## config.mk

```make
export PLATFORM = sky130hd
export DESIGN_NAME = uart_rx_deframer
export DESIGN_NICKNAME = d
export VERILOG_FILES = /design/src/rtl/uart_rx_deframer.sv
export SDC_FILE = /design/constraint.sdc
export NUM_CORES = 1
export LEC_CHECK = 0
export ABC_CLOCK_PERIOD_IN_PS = 1900
export CORE_MARGIN = 4
export CORE_UTILIZATION = 50
export DETAILED_ROUTE_END_ITERATION = 8
export GPL_TIMING_DRIVEN = 0
export PLACE_DENSITY = 0.76
export SYNTH_ARGS = -nofsm -noshare
export SYNTH_HDL_FRONTEND = slang
export SYNTH_SLANG_ARGS = --single-unit
```

## constraint.sdc

```tcl
create_clock -name clk -period 1.9 [get_ports clk]
set_clock_uncertainty 0.2 [all_clocks]
set_input_delay 0.38 -clock clk [delete_from_list [all_inputs] [get_ports clk]]
set_output_delay 0.38 -clock clk [all_outputs]
set_load 0.01 [all_outputs]
```

## src/rtl/uart_rx_deframer.sv

```systemverilog
// UART receive deframer: synchronises rx_in, samples each bit mid-period and
// reassembles start/8-data/parity/stop frames into a byte with status flags.
`timescale 1ns/1ps
module uart_rx_deframer #(
  parameter int CLKS_PER_BIT = 1,
  parameter bit PARITY_ODD   = 1'b0,
  parameter int SYNC_STAGES  = 2
) (
  input  logic       clk,
  input  logic       rst,
  input  logic       rx_in,
  output logic [7:0] rx_data,
  output logic       rx_valid,
  output logic       parity_err,
  output logic       frame_err,
  output logic       rx_busy
);

  localparam int CW = $clog2(CLKS_PER_BIT) + 1;
  localparam logic [CW-1:0] HALF = CW'((CLKS_PER_BIT - 1) / 2);
  localparam logic [CW-1:0] LAST = CW'(CLKS_PER_BIT - 1);
  localparam bit ONE_CLK = (CLKS_PER_BIT == 1);

  typedef enum logic [2:0] {
    IDLE      = 3'd0,
    START     = 3'd1,
    DATA      = 3'd2,
    PARITY    = 3'd3,
    STOP      = 3'd4,
    WAIT_HIGH = 3'd5
  } state_t;

  state_t                 state;
  logic [CW-1:0]          cnt;
  logic [2:0]             idx;
  logic [7:0]             shift_reg;
  logic                   parity_bit;
  logic [SYNC_STAGES-1:0] sync;
  logic                   rx_s;

  function automatic logic parity_of(input logic [7:0] d);
    return ^d;
  endfunction

  assign rx_s = sync[SYNC_STAGES-1];

  // Input synchroniser chain, preset to the idle-high line level.
  always_ff @(posedge clk) begin
    if (rst) begin
      sync <= '1;
    end else begin
      sync <= SYNC_STAGES'({sync, rx_in});
    end
  end

  // Frame FSM with registered outputs.
  always_ff @(posedge clk) begin
    if (rst) begin
      state      <= IDLE;
      cnt        <= '0;
      idx        <= 3'd0;
      shift_reg  <= 8'h00;
      parity_bit <= 1'b0;
      rx_data    <= 8'h00;
      rx_valid   <= 1'b0;
      parity_err <= 1'b0;
      frame_err  <= 1'b0;
      rx_busy    <= 1'b0;
    end else begin
      rx_valid <= 1'b0;
      case (state)
        IDLE: begin
          if (!rx_s) begin
            state   <= START;
            cnt     <= '0;
            rx_busy <= 1'b1;
          end
        end
        START: begin
          if (cnt != HALF) begin
            cnt <= cnt + CW'(1);
          end else if (ONE_CLK) begin
            // One clock per bit: the low seen in IDLE already was the start
            // bit, so this cycle carries data bit 0.
            shift_reg[0] <= rx_s;
            idx          <= 3'd1;
            cnt          <= '0;
            state        <= DATA;
          end else if (!rx_s) begin
            state <= DATA;
            cnt   <= '0;
            idx   <= 3'd0;
          end else begin
            state   <= IDLE;
            rx_busy <= 1'b0;
          end
        end
        DATA: begin
          if (cnt != LAST) begin
            cnt <= cnt + CW'(1);
          end else begin
            shift_reg[idx] <= rx_s;
            cnt            <= '0;
            if (idx == 3'd7) begin
              state <= PARITY;
            end else begin
              idx <= idx + 3'd1;
            end
          end
        end
        PARITY: begin
          if (cnt != LAST) begin
            cnt <= cnt + CW'(1);
          end else begin
            parity_bit <= rx_s;
            cnt        <= '0;
            state      <= STOP;
          end
        end
        STOP: begin
          if (cnt != LAST) begin
            cnt <= cnt + CW'(1);
          end else begin
            rx_data    <= shift_reg;
            parity_err <= parity_of(shift_reg) ^ parity_bit ^ PARITY_ODD;
            frame_err  <= ~rx_s;
            rx_valid   <= 1'b1;
            cnt        <= '0;
            if (rx_s) begin
              state   <= IDLE;
              rx_busy <= 1'b0;
            end else begin
              state <= WAIT_HIGH;
            end
          end
        end
        WAIT_HIGH: begin
          if (rx_s) begin
            state   <= IDLE;
            rx_busy <= 1'b0;
          end
        end
        default: begin
          state   <= IDLE;
          cnt     <= '0;
          rx_busy <= 1'b0;
        end
      endcase
    end
  end

endmodule

```

# [Word level (Yosys, flattened, before mapping)]
# Cells that the tools add are included.
[op_classes] n_eq_ne=14 bitwise=6 reduce_logical=15 div_mod_pow=0 shifts=0 n_addsub=2 n_lt_le_gt_ge=2 n_mul=0 mux=27
[ops] operator="2-to-1 mux 3 bit" count=11
[ops] operator="case mux 3 bit (6 select lines)" count=1
[ops] operator="inequality test 2 bit (second input constant)" count=8
[ops] operator="== test 3 bit (second input constant)" count=3
[ops] operator="2-to-1 mux 1 bit" count=9
[ops] operator="bitwise mux 8 bit" count=1
[ops] operator="AND reduction 2 bit" count=4
[ops] operator="parity 8 bit" count=1
[ops] operator="AND reduction 7 bit" count=1
[ops] operator="== test 3 x 2 -> 1 bit (second input constant)" count=2
[ops] operator="case mux 3 bit (2 select lines)" count=1
[ops] operator="AND reduction 3 bit" count=2
[ops] operator="NOT 1 bit" count=5
[ops] operator="less-than comparator 3 x 4 -> 1 bit (second input constant)" count=1
[ops] operator="case mux 1 bit (4 select lines)" count=1
[ops] operator="AND reduction 4 bit" count=1
[ops] operator="OR reduction 4 bit" count=1
[ops] operator="adder 3 x 1 -> 3 bit (second input constant)" count=1
[ops] operator="demux 1 bit (select 3 bit)" count=1
[ops] operator="== test 3 x 1 -> 1 bit (second input constant)" count=1
[ops] operator="greater-or-equal comparator 3 x 1 -> 1 bit (second input constant)" count=1
[ops] operator="zero test 3 bit" count=1
[ops] operator="case mux 1 bit (3 select lines)" count=1
[ops] operator="OR reduction 3 bit" count=1
[ops] operator="6 further kinds" count=6
[totals] latch_bits=0 word_cells=78 in_bits=3 rom_bits=0 n_memories=0 register_bits=30 mem_bits_rw=0 out_inout_bits=12

# [Logic depth before layout (Yosys ltp)]
[logic_depth] ltp_word=7 depth_mapped=6 mapped_depth_nobuf=6

# [Worst setup path before layout]
# OpenSTA, ideal clock, no wires.
[synth_timing] path_type="flip-flop to flip-flop" from="reg idx[1]" to="reg idx[0]" required_ns=1.605 setup_ns=0.095 arrival_time_ns=1.291 setup_slack_ns=0.314 path_stages_with_launch=6 period_less_slack_ns=1.586 n_path_buf=0 cell_sequence="dfxtp_1 ha_1 ha_1 nor3_1 mux2_2 a221oi_1"
[synth_via] elab_chain_cells=3
[synth_rtl] element="start, declared" line="35" rtl="logic [2:0] idx;"
[synth_rtl] element="start signal, assigned" line="107" rtl="idx <= idx + 3'd1;"
[synth_rtl] element="== test 3 bit" line="104" rtl="if (idx == 3'd7) begin"
[synth_rtl] element="inequality test 2 bit (no source line)"
[synth_rtl] element="AND reduction 4 bit (no source line)"
# Every way passes these cells.
# A chain may end at the register's enable or synchronous reset.

# [Final worst setup path]
[layout_timing] from="reg rx_data[4]" to="out rx_data[4]"
[layout_lines] element="start, declared" line="12" rtl="output logic [7:0] rx_data,"
[layout_lines] element="start signal, assigned" line="124" rtl="rx_data <= shift_reg;"
# No word-level cell between the ends.

==> results.ini <==
[drt]
routedWlPerCell_um=12.7
wl_met1_mm=1.14
dr.pass1.iters=4
drcViolationCount=0
routed_wl_mm=2.49
wl_met2_mm=1.21
drt-initial-drc-count=29
highest_layer=met4
viasPerCell=5.30
antenna_left=0
via_count=1045
dr_wl_met3_um=86

[clock_network]
clkSinkCount=29
cts_setup_buffers=0
cts.path.max_buffers=2
cts_tree=yes
cts.reportedPaths.clkPinSlew_ps=90
htreeDepth=2
cts_root_buf=clkbuf_4
cts_inserted_buffers=5
clk_latency_ps=330

[setup_path]
worstSetupStartpoint=rx_data[4]
cp-start-kind=flop
cp_num_cells=1
endpoint=rx_data[4]
crit_type=reg2out
required_ps=1320
rrSetupSlack_ps=180
cp_slowest_cell=clkdlybuf4s50_1
crit_chain=clkdlybuf4s50_1
cp_max_fo=2
slowest_delay_ps=540
r2r_start=idx[0]
crit_buf_inv=1
critPathCaptureType=output pin
critPathArrivalTime_ps=1230
crit_family=buffers and inverters
crit-reg2reg-capture=idx[0]
reg2regPathDepth=5

[pwr]
total_power_mw=1.04
leakagePower_nw=0.557
powerDensity_nw_per_um2=687
peakVddDrop_mv=0.398

[logic_synthesis]
synth_top_family_by_area=simple AND/OR/NAND/NOR gates
synthArstFlopShare_pct=0
synth_fa_ha_area_share_pct=1.96
syn_inst=145
yosysWarnings=0
ys_seq_elements=29
synth.largest_area_cell=dfxtp_1
synth.most_common_cell=nand2_1
synth-compound-area-share_pct=14.4
synthTopCellsByArea=dfxtp_1, nand2_1, a21oi_1, nand3_1, nor2_1
synth-simple-area-share_pct=25.7
yosys.area_share.xor_xnor_pct=5.18
syn-cell-area_um2=1280
ys_types=35
muxShareOfSynthArea_pct=3.23
synth_edf_count=0
synth-seq-area-share_pct=45.4
syn_avg_cell_area_um2=8.83
synthFlopType=dfxtp_1
yosysTopAreaCellShare_pct=45.4
syn_nets=150
synth_common_cells=nand2_1, dfxtp_1, a21oi_1

[layout]
instances_no_fill=197
diodes=0
utilization_pct=61.5
fin_nets=171
drive_gt1_share_pct=13.2
area_growth_pct=18.0

[global_routing]
grt_pass1_wl_mm=4.46
grt_use_total_pct=17.2
grt_max_degree=11
antenna_found_initial=0
grt_pass1_vias=1040
overflow=0

[die]
start_util_pct=52.1
die_h_um=58.6
dieArea_um2=3430
die_w_um=58.6
pin_count=15
rows=18
core-area_um2=2450

[sta]
finalSetupViolations=0
worstMarginPinSlew_ps=473
slew_headroom_pct=68.5
drv_slew=0
fmax_mhz=554
rsz0062_at_grt=false
finalHoldViolations=0
fin_crit_ps=1810
period_share_pct=95.1

[outcome]
outcome=finished clean

[placed_design]
place.gp.congestion=0.737
dp_hpwl_mm=1.76
dp.cells=189
numPortBuffers=14

[run]
maxCapViolations=0

[min_path]
min_path_type=reg2reg

## how the worst min path moves through the flow
stage / start / endpoint / slack (ps) / cells past startpoint
2_1_floorplan: sync[0] / sync[1] / 190 / 1
3_3_place_gp: sync[0] / sync[1] / 200 / 1
3_5_place_dp: sync[0] / sync[1] / 200 / 1
4_1_cts: sync[0] / sync[1] / 230 / 1
5_1_grt: sync[0] / sync[1] / 260 / 1
6_report: sync[0] / sync[1] / 230 / 1
## through the flow
step	instance area [um^2]	hold slack [ps]	setup TNS, ps	setup slack [ps]
5_1_grt	1510	262	0	18.5
4_1_cts	1510	228	0	60.5
6_report	1510	227	0	93.7
3_5_place_dp	1460	201	-4740	-260
2_1_floorplan	1280	189	0	314
3_3_place_gp	1460	198	-3380	-192
## routing by layer
layer  vias to the layer above  track usage (%)
li1                        536                -
met1                       483             20.2
met2                        18             28.4
met3                         8             4.61
met4                         0             9.71
met5                         -                0
## what timing repair did
action	CTS	global route
setup endpoints to repair	0	3
gates resized for setup	0	2
hold buffers	0	0
## power breakdown
group	internal (mW)	leakage (nW)	switching, mW
clock	0.141	0.0320	0.220
combinational	0.0247	0.290	0.0300
sequential	0.615	0.235	0.00712
## layout by cell type, fill, tap and decap left out, types with 2 or more instances in the layout
| master | Yosys | final |
|---|---|---|
| a22o_1 | 2 | 2 |
| nor2_1 | 11 | 11 |
| ha_1 | 2 | 2 |
| clkbuf_4 | 0 | 5 |
| inv_1 | 2 | 2 |
| clkinv_2 | 0 | 2 |
| buf_4 | 2 | 2 |
| or2_2 | 2 | 2 |
| dfxtp_1 | 29 | 28 |
| nor2b_1 | 3 | 3 |
| a21oi_1 | 17 | 17 |
| clkdlybuf4s50_1 | 0 | 14 |
| xnor2_1 | 3 | 3 |
| xor2_1 | 2 | 2 |
| a22oi_1 | 2 | 2 |
| nand2_1 | 30 | 30 |
| nand3b_1 | 2 | 2 |
| nand3_1 | 9 | 9 |
| clkbuf_1 | 4 | 5 |
| nand2b_1 | 2 | 2 |
| mux2i_1 | 3 | 3 |
## logic make-up (layout without fill, tap and decap cells)
kind of cell | after synthesis | in the layout
AOI/OAI and AO/OA | 29 | 29
xor gates and xnor gates | 6 | 6
DFF | 29 | 29
buffers and inverters | 10 | 32
and+or+nand+nor | 65 | 65
adders and majority gates | 2 | 2
muxes | 4 | 4
## layout make-up
class / instances / area [um^2]
tap: 30 / 37.5
timing repair buffer: 14 / 140
fill: 215 / 945
multi-input combinational: 106 / 646
sequential: 29 / 582
inverter: 2 / 7.51
buffer: 8 / 46.3
clock inverter: 2 / 10.0
clock buffer: 6 / 41.3
No activity file was read; power rests on OpenSTA's default activity.
